**src/rtl/word_combine.sv**
```systemverilog
// word_combine
//
// Packs sixteen discrete status/fault lines into one registered 16-bit word.
// Each line is passed through a two-flop synchronizer and a glitch filter.
// Lines selected in STICKY_MASK are then held high until cleared. The packed
// word is registered, and a one-cycle strobe marks every change of it.
//
// Parameters:
//   FILT_LEN     consecutive clk cycles a synchronized bit must disagree with
//                its accepted value before the new value is taken (1..255)
//   STICKY_MASK  bit i = 1 makes WordOut[i] hold high until cleared by clr
//
// Ports:
//   clk           system clock, rising edge
//   rst           synchronous, active-high reset
//   bit0..bit15   asynchronous discrete inputs; bitN maps to WordOut[N]
//   clr           level-sampled clear for sticky bits
//   WordOut       packed, filtered, latched word
//   changed       one-cycle pulse on every update of WordOut
//   any           registered OR of WordOut, updated with WordOut

module word_combine #(
    parameter int          FILT_LEN    = 4,
    parameter logic [15:0] STICKY_MASK = 16'h0000
) (
    input  logic        clk,
    input  logic        rst,
    input  logic        bit0,
    input  logic        bit1,
    input  logic        bit2,
    input  logic        bit3,
    input  logic        bit4,
    input  logic        bit5,
    input  logic        bit6,
    input  logic        bit7,
    input  logic        bit8,
    input  logic        bit9,
    input  logic        bit10,
    input  logic        bit11,
    input  logic        bit12,
    input  logic        bit13,
    input  logic        bit14,
    input  logic        bit15,
    input  logic        clr,
    output logic [15:0] WordOut,
    output logic        changed,
    output logic        any
);

    // Counter only has to reach FILT_LEN-1, so this width can never wrap.
    localparam int              CW      = $clog2(FILT_LEN + 1);
    localparam logic [CW-1:0]   CNT_MAX = CW'(FILT_LEN - 1);

    logic [15:0]   raw_bits;
    logic [15:0]   s1;
    logic [15:0]   s2;
    logic [15:0]   filt;
    logic [CW-1:0] cnt [16];
    logic [15:0]   word_next;

    assign raw_bits = {bit15, bit14, bit13, bit12, bit11, bit10, bit9, bit8,
                       bit7,  bit6,  bit5,  bit4,  bit3,  bit2,  bit1, bit0};

    // Two-flop synchronizer for every input line.
    always_ff @(posedge clk) begin
        if (rst) begin
            s1 <= '0;
            s2 <= '0;
        end else begin
            s1 <= raw_bits;
            s2 <= s1;
        end
    end

    // Glitch filter: a bit must disagree with its accepted value for FILT_LEN
    // consecutive cycles before it is accepted; a single cycle of agreement
    // restarts the count, and reset throws away any partial count.
    always_ff @(posedge clk) begin
        if (rst) begin
            filt <= '0;
            for (int i = 0; i < 16; i++) begin
                cnt[i] <= '0;
            end
        end else begin
            for (int i = 0; i < 16; i++) begin
                if (s2[i] == filt[i]) begin
                    cnt[i] <= '0;
                end else if (cnt[i] == CNT_MAX) begin
                    filt[i] <= s2[i];
                    cnt[i]  <= '0;
                end else begin
                    cnt[i] <= cnt[i] + CW'(1);
                end
            end
        end
    end

    // Sticky bits keep their old 1 unless clr is high; the filtered value is
    // ORed in last so a live input always wins over a clear.
    always_comb begin
        word_next = filt | (WordOut & STICKY_MASK & {16{~clr}});
    end

    // Output register; changed and any are derived from the value being
    // loaded so they line up with WordOut on the same edge.
    always_ff @(posedge clk) begin
        if (rst) begin
            WordOut <= '0;
            changed <= 1'b0;
            any     <= 1'b0;
        end else begin
            WordOut <= word_next;
            changed <= (word_next != WordOut);
            any     <= |word_next;
        end
    end

endmodule

```
**config.mk**
```make
export PLATFORM = sky130hd
export DESIGN_NAME = word_combine
export DESIGN_NICKNAME = d
export VERILOG_FILES = /design/src/rtl/word_combine.sv
export SDC_FILE = /design/constraint.sdc
export NUM_CORES = 1
export LEC_CHECK = 0
export ABC_CLOCK_PERIOD_IN_PS = 3100
export CORE_MARGIN = 2
export CORE_UTILIZATION = 55
export DETAILED_ROUTE_END_ITERATION = 6
export GPL_TIMING_DRIVEN = 0
export PLACE_DENSITY = 0.78
export SYNTH_ARGS = -nofsm -noshare
export SYNTH_HDL_FRONTEND = slang
export SYNTH_SLANG_ARGS = --single-unit
```
**constraint.sdc**
```tcl
create_clock -name clk -period 3.1 [get_ports clk]
set_clock_uncertainty 0.1 [all_clocks]
set_input_delay 0.31 -clock clk [delete_from_list [all_inputs] [get_ports clk]]
set_output_delay 0.31 -clock clk [all_outputs]
set_load 0.02 [all_outputs]
```
==> metrics.yaml, run 1 <==
setup_viol: 0
clock_path_buffers: 2
cts_buffers: 17
critPathArrivalTime_ps: 1490
rsz0062_at_grt: "false"
ir_drop_mv: 0.540
wl_per_cell_um: 12.6
num_io_pins: 37
synth_seq_cells: 114
outcome: "completed"
vias: 2720
num-nets-final: 525
setup_tns_ps: 0
ys_types: 19
path_max_fanout: 2
antenna_cells: 0
synth_area_leaders: "edfxtp_1 (31%), dfxtp_1 (28%), ha_1 (8.6%)"
path_clk_slew_ps: 50
synth_warnings: 0
max-cap-violations: 0
grt_usage_pct: 18.6
cp.depth: 1
antenna_found_initial: 0
start_kind: "flop"
post-route-util_pct: 70.7
die_w_um: 95.9
yosysSeqAreaShare_pct: 59.5
fin_crit_ps: 1900
design_area_mm2: 0.00581
cts_hold_buf: 0
cp_slowest_stage_delay_ps: 620
syn_avg_cell_area_um2: 12.4
crit_chain: "clkdlybuf4s50_1"
period_share_pct: 61.4
viasPerCell: 4.59
syn_inst: 374
cts-htree-levels: 4
synth_top_area_cell: "edfxtp_1"
yosysMostFrequentCell: "dfxtp_1"
port_buffers: 34
async_flop_share_pct: 0
hold_path_depth: 3
worstSetupPathType: "flop to output pin"
clock_latency_ps: 510
drive_gt1_share_pct: 15.2
yosys-top-cells-count: "dfxtp_1 (66), edfxtp_1 (48), nor2b_1 (42), nor2_1 (40)"
synth_area_mm2: 0.00464
grt_pass1_vias: 2734
placedCellCount: 560
path_buf_inv: 1
gr-total-overflow: 0
tritoncts: "done"
wl_mm: 7.46
grt_start_max_net_pins: 17
fin_cells: 592
fp.dieH_um: 95.9
placed_area_mm2: 0.00529
required_ps: 2690
core_mm2: 0.00822
grt_first_pass_wirelength_mm: 12.6
cp-end-kind: "output pin"
hold_class: "input port to flop"
fp.dieArea_mm2: 0.00919
cts_resized: 0
ys.flop_type: "dfxtp_1"
syn_to_final_growth_pct: 25.1
first_pass_iters: 4
slowest_stage: "clkdlybuf4s50_1"
row_count: 33
ant_nets: 0
slew_violations: 0
reg2reg_depth: 4
path_delay_family: "buffers and inverters"
synth_top_area_share_pct: 31.1
cts-root-buf: "clkbuf_8"
hold_viol: 0
p_leak_nw: 2.51
power_density_mw_per_mm2: 598
start_util_pct: 56.5
hpwl_mm: 5.12
power_mw: 3.47
cts_num_sinks: 114
route.detailed.drc: 0
post_cts_buffers: 0
place.gp.congestion: 0.765
synth_edf_count: 48
initialDrtViolationCount: 74
fill_cells: 562
max_freq_mhz: 526
## placed cells by master (no fill, tap or decap), drive strengths merged
master	n
buf	7
clkbuf	20
nor2	64
inv	32
mux2i	16
bufinv	1
xnor2	16
clkdlybuf4s50	34
nor2b	42
clkinvlp	3
a41oi	2
xor2	16
conb	48
clkinv	10
ha	32
and2b	6
dfxtp	66
or3	16
edfxtp	48
nor4	8
## layout make-up
class	count	area [um^2]	area share (%)
Sequential cell	114	2760	47.6
Timing Repair Buffer	34	340	5.86
Inverter	32	120	2.07
Multi-Input combinational cell	266	1880	32.3
Clock buffer	18	418	7.20
Clock inverter	14	97.6	1.68
Buffer	9	58.8	1.01
Tap cell	105	131	2.26
## power breakdown
group | switching [mW] | internal (mW) | leakage (nW)
clock network | 0.628 | 1.04 | 0.250
logic | 0.0837 | 0.0807 | 1.23
registers | 0.0239 | 1.62 | 1.03
total | 0.735 | 2.74 | 2.51
## flip-flops by register name (all words and copies together), names as in the netlist
name / cells
WordOut: 16
any: 1
changed: 1
cnt: 48
filt: 16
s1: 16
s2: 16
## cells by family after synthesis
group	Yosys count	share of synthesized area (%)
buffers and inverters	41	3.85
XOR/XNOR	32	6.04
flip-flops	114	59.5
AO/OA/AOI/OAI	2	0.377
AND/OR/NAND/NOR	136	18.1
other	1	0.0808
multiplexers	16	3.45
adder cells (fa/ha/maj)	32	8.63
## metal layers
| layer | share of wire, % | GRT usage [%] | vias to the layer above |
|---|---|---|---|
| met1 | 45 | 22.7 | 1285 |
| met2 | 50 | 30.9 | 38 |
| met3 | 3.1 | 5.48 | 10 |
| li1 | - | - | 1387 |
| met5 | 0 | 0 | - |
| met4 | 1.4 | 7.98 | 0 |
## worst register-to-register path: cells and delay by family (launching register included)
kind	cells	cell delay (ps)
fa+ha+maj	2	470
flops	1	420
simple gates	2	510
## path summary, 6_finish.rpt
kind | slack [ps] | from | end
worst max register to register | 1480 | cnt[1][15] | cnt[1][15]
worst min register to register | 330 | s1[2] | s2[2]
worst min-delay path | 160 | rst | s2[5]
worst max-delay path | 1200 | WordOut[4] | WordOut[4]
## per-stage QoR
stage	worst slack, ps	hold slack, ps
3_3_place_gp	1540	322
4_1_cts	1170	152
3_5_place_dp	1500	325
2_1_floorplan	1600	311
6_report	1200	163
5_1_grt	1140	170
Note: power is estimated with default switching activity, not from simulation.
==> inputs of run 2 (changes only) <==
- ABC_CLOCK_PERIOD_IN_PS: 3100 -> 1800
- clock period: 3.1 -> 1.8 ns (I/O delays scaled with it)
==> metrics.yaml, run 2 (synthesized netlist as in run 1, its figures left out) <==
outcome: "completed"  # unchanged
wl_per_cell_um: 12.7  # was 12.6 um
path_clk_slew_ps: 50  # about the same
worstSetupPathType: "flop to output pin"  # unchanged
num_io_pins: 37  # unchanged
cts-root-buf: "clkbuf_8"  # unchanged
p_leak_nw: 2.72  # was 2.51 nW
gr-total-overflow: 0  # unchanged
switching_share_pct: 21.3  # was 21.2%
largest_register_ffs: 48  # unchanged
layout_commonest_cell: "dfxtp_1"  # unchanged
max_freq_mhz: 571
clock_latency_ps: 510  # about the same
hpwl_mm: 5.12  # unchanged
die_w_um: 95.9  # unchanged
core_mm2: 0.00822  # unchanged
clkPwrFrac_pct: 48.0  # was 47.9%
hold_path_depth: 3  # unchanged
antenna_found_initial: 0  # unchanged
p_comb_share_pct: 4.7  # about the same
required_ps: 1520  # was 2690 ps
slew_violations: 0  # unchanged
fin_cells: 592  # unchanged
path_buf_inv: 1  # unchanged
vias: 2729  # was 2,720
cp_slowest_stage_delay_ps: 610  # was 620 ps
route.detailed.drc: 0  # unchanged
setup_ws_ps: 49.2  # was 1200 ps
final_cell_mix: "dfxtp_1 (66), edfxtp_1 (48), conb_1 (48)"  # unchanged
grt_first_pass_wirelength_mm: 12.6  # unchanged
hold_viol: 0  # unchanged
drive_gt1_share_pct: 15.2  # unchanged
row_count: 33  # unchanged
clock_path_buffers: 2  # unchanged
cts-htree-levels: 4  # unchanged
viasPerCell: 4.61  # was 4.59
grt_start_max_net_pins: 17  # unchanged
period_share_pct: 97.3
power_density_mw_per_mm2: 1030  # was 598 mW/mm^2
first_pass_iters: 4  # unchanged
path_delay_family: "buffers and inverters"  # unchanged
grt_pass1_vias: 2734  # unchanged
cts_buffers: 17  # unchanged
cts_num_sinks: 114  # unchanged
start_util_pct: 56.5  # unchanged
rsz0062_at_grt: "false"  # unchanged
tritoncts: "done"  # unchanged
reg2reg_depth: 4  # unchanged
antenna_cells: 0  # unchanged
ant_nets: 0  # unchanged
top_register: "cnt"  # unchanged
fin_crit_ps: 1750
syn_to_final_growth_pct: 25.7  # was 25.1%
cp-end-kind: "output pin"  # unchanged
worstHoldStart: "rst"  # unchanged
hold_class: "input port to flop"  # unchanged
ir_drop_mv: 0.932  # was 0.540 mV
wl_mm: 7.50  # was 7.46 mm
min_to: "s2[7]"  # was s2[5]
path_max_fanout: 2  # unchanged
initialDrtViolationCount: 67  # was 74
slowest_stage: "clkdlybuf4s50_1"  # unchanged
intPower_mw: 4.71  # was 2.74 mW
max-cap-violations: 0  # unchanged
setup_tns_ps: 0  # unchanged
cts_hold_buf: 0  # unchanged
dpl_worst_slack_ps: 196  # was 1500 ps
setup_viol: 0  # unchanged
grt_usage_pct: 18.6  # unchanged
crit_chain: "clkdlybuf4s50_1"  # unchanged
num-nets-final: 525  # unchanged
critPathArrivalTime_ps: 1470  # was 1490 ps
fp.dieArea_mm2: 0.00919  # unchanged
timing.rr.end: "cnt[1][15]"  # unchanged
net-switching-power_mw: 1.27  # was 735 uW
placedCellCount: 560  # unchanged
place.gp.congestion: 0.765  # unchanged
post_cts_buffers: 0  # unchanged
reg2reg_slack_ps: 180  # was 1480 ps
power_mw: 5.98  # was 3.47 mW
reg2reg_from: "cnt[1][15]"  # unchanged
p_seq_share_pct: 47.3  # about the same
port_buffers: 34  # unchanged
fp.dieH_um: 95.9  # unchanged
cts_resized: 0  # unchanged
start_kind: "flop"  # unchanged
run 2: metal layers:
layer,GRT usage [%],wire length (um),up-vias
met5,0,0,-
met1,22.7,3370,1297
li1,-,-,1384
met4,7.98,110,0
met3,5.48,267,10
met2,30.9,3760,38
run 2: area by class of cell:
cell class	count	area, um^2
Clock buffer	18	418
Buffer	9	58.8
Sequential cell	114	2760
Timing Repair Buffer	34	368
Multi-Input combinational cell	266	1880
Tap cell	105	131
Inverter	32	120
Fill cell	561	2380
Clock inverter	14	97.6
run 2: power by group through the flow:
stage / Combinational, mW / Sequential (mW) / Clock, mW
floorplan: 0.188 / 2.88 / 0
global placement: 0.270 / 2.88 / 0
detailed placement: 0.279 / 2.88 / 0
CTS: 0.285 / 2.83 / 2.92
global route: 0.325 / 2.84 / 3.03
finish: 0.283 / 2.83 / 2.87
run 2: metrics by stage:
stage | hold slack [ps] | instance area, um^2 | utilization [%]
4_1_cts | 22.3 | 5810 | 70.7
3_3_place_gp | 322 | 5290 | 64.4
2_1_floorplan | 205 | 4820 | -
5_1_grt | 40.2 | 5830 | 71.0
3_5_place_dp | 325 | 5290 | 64.4
6_report | 32.8 | 5830 | 71.0
run 2: how the worst max path moves through the flow:
stage | start | endpoint | slack [ps] | depth (start not counted)
after floorplan | cnt[0][0] | cnt[0][0] | 300 | 4
after global placement | cnt[1][15] | cnt[1][17] | 240 | 4
after detailed placement | cnt[1][15] | cnt[1][15] | 200 | 4
after CTS | WordOut[15] | WordOut[15] | 2 | 1
after global routing | WordOut[14] | WordOut[14] | 7 | 1
final | WordOut[14] | WordOut[14] | 50 | 1
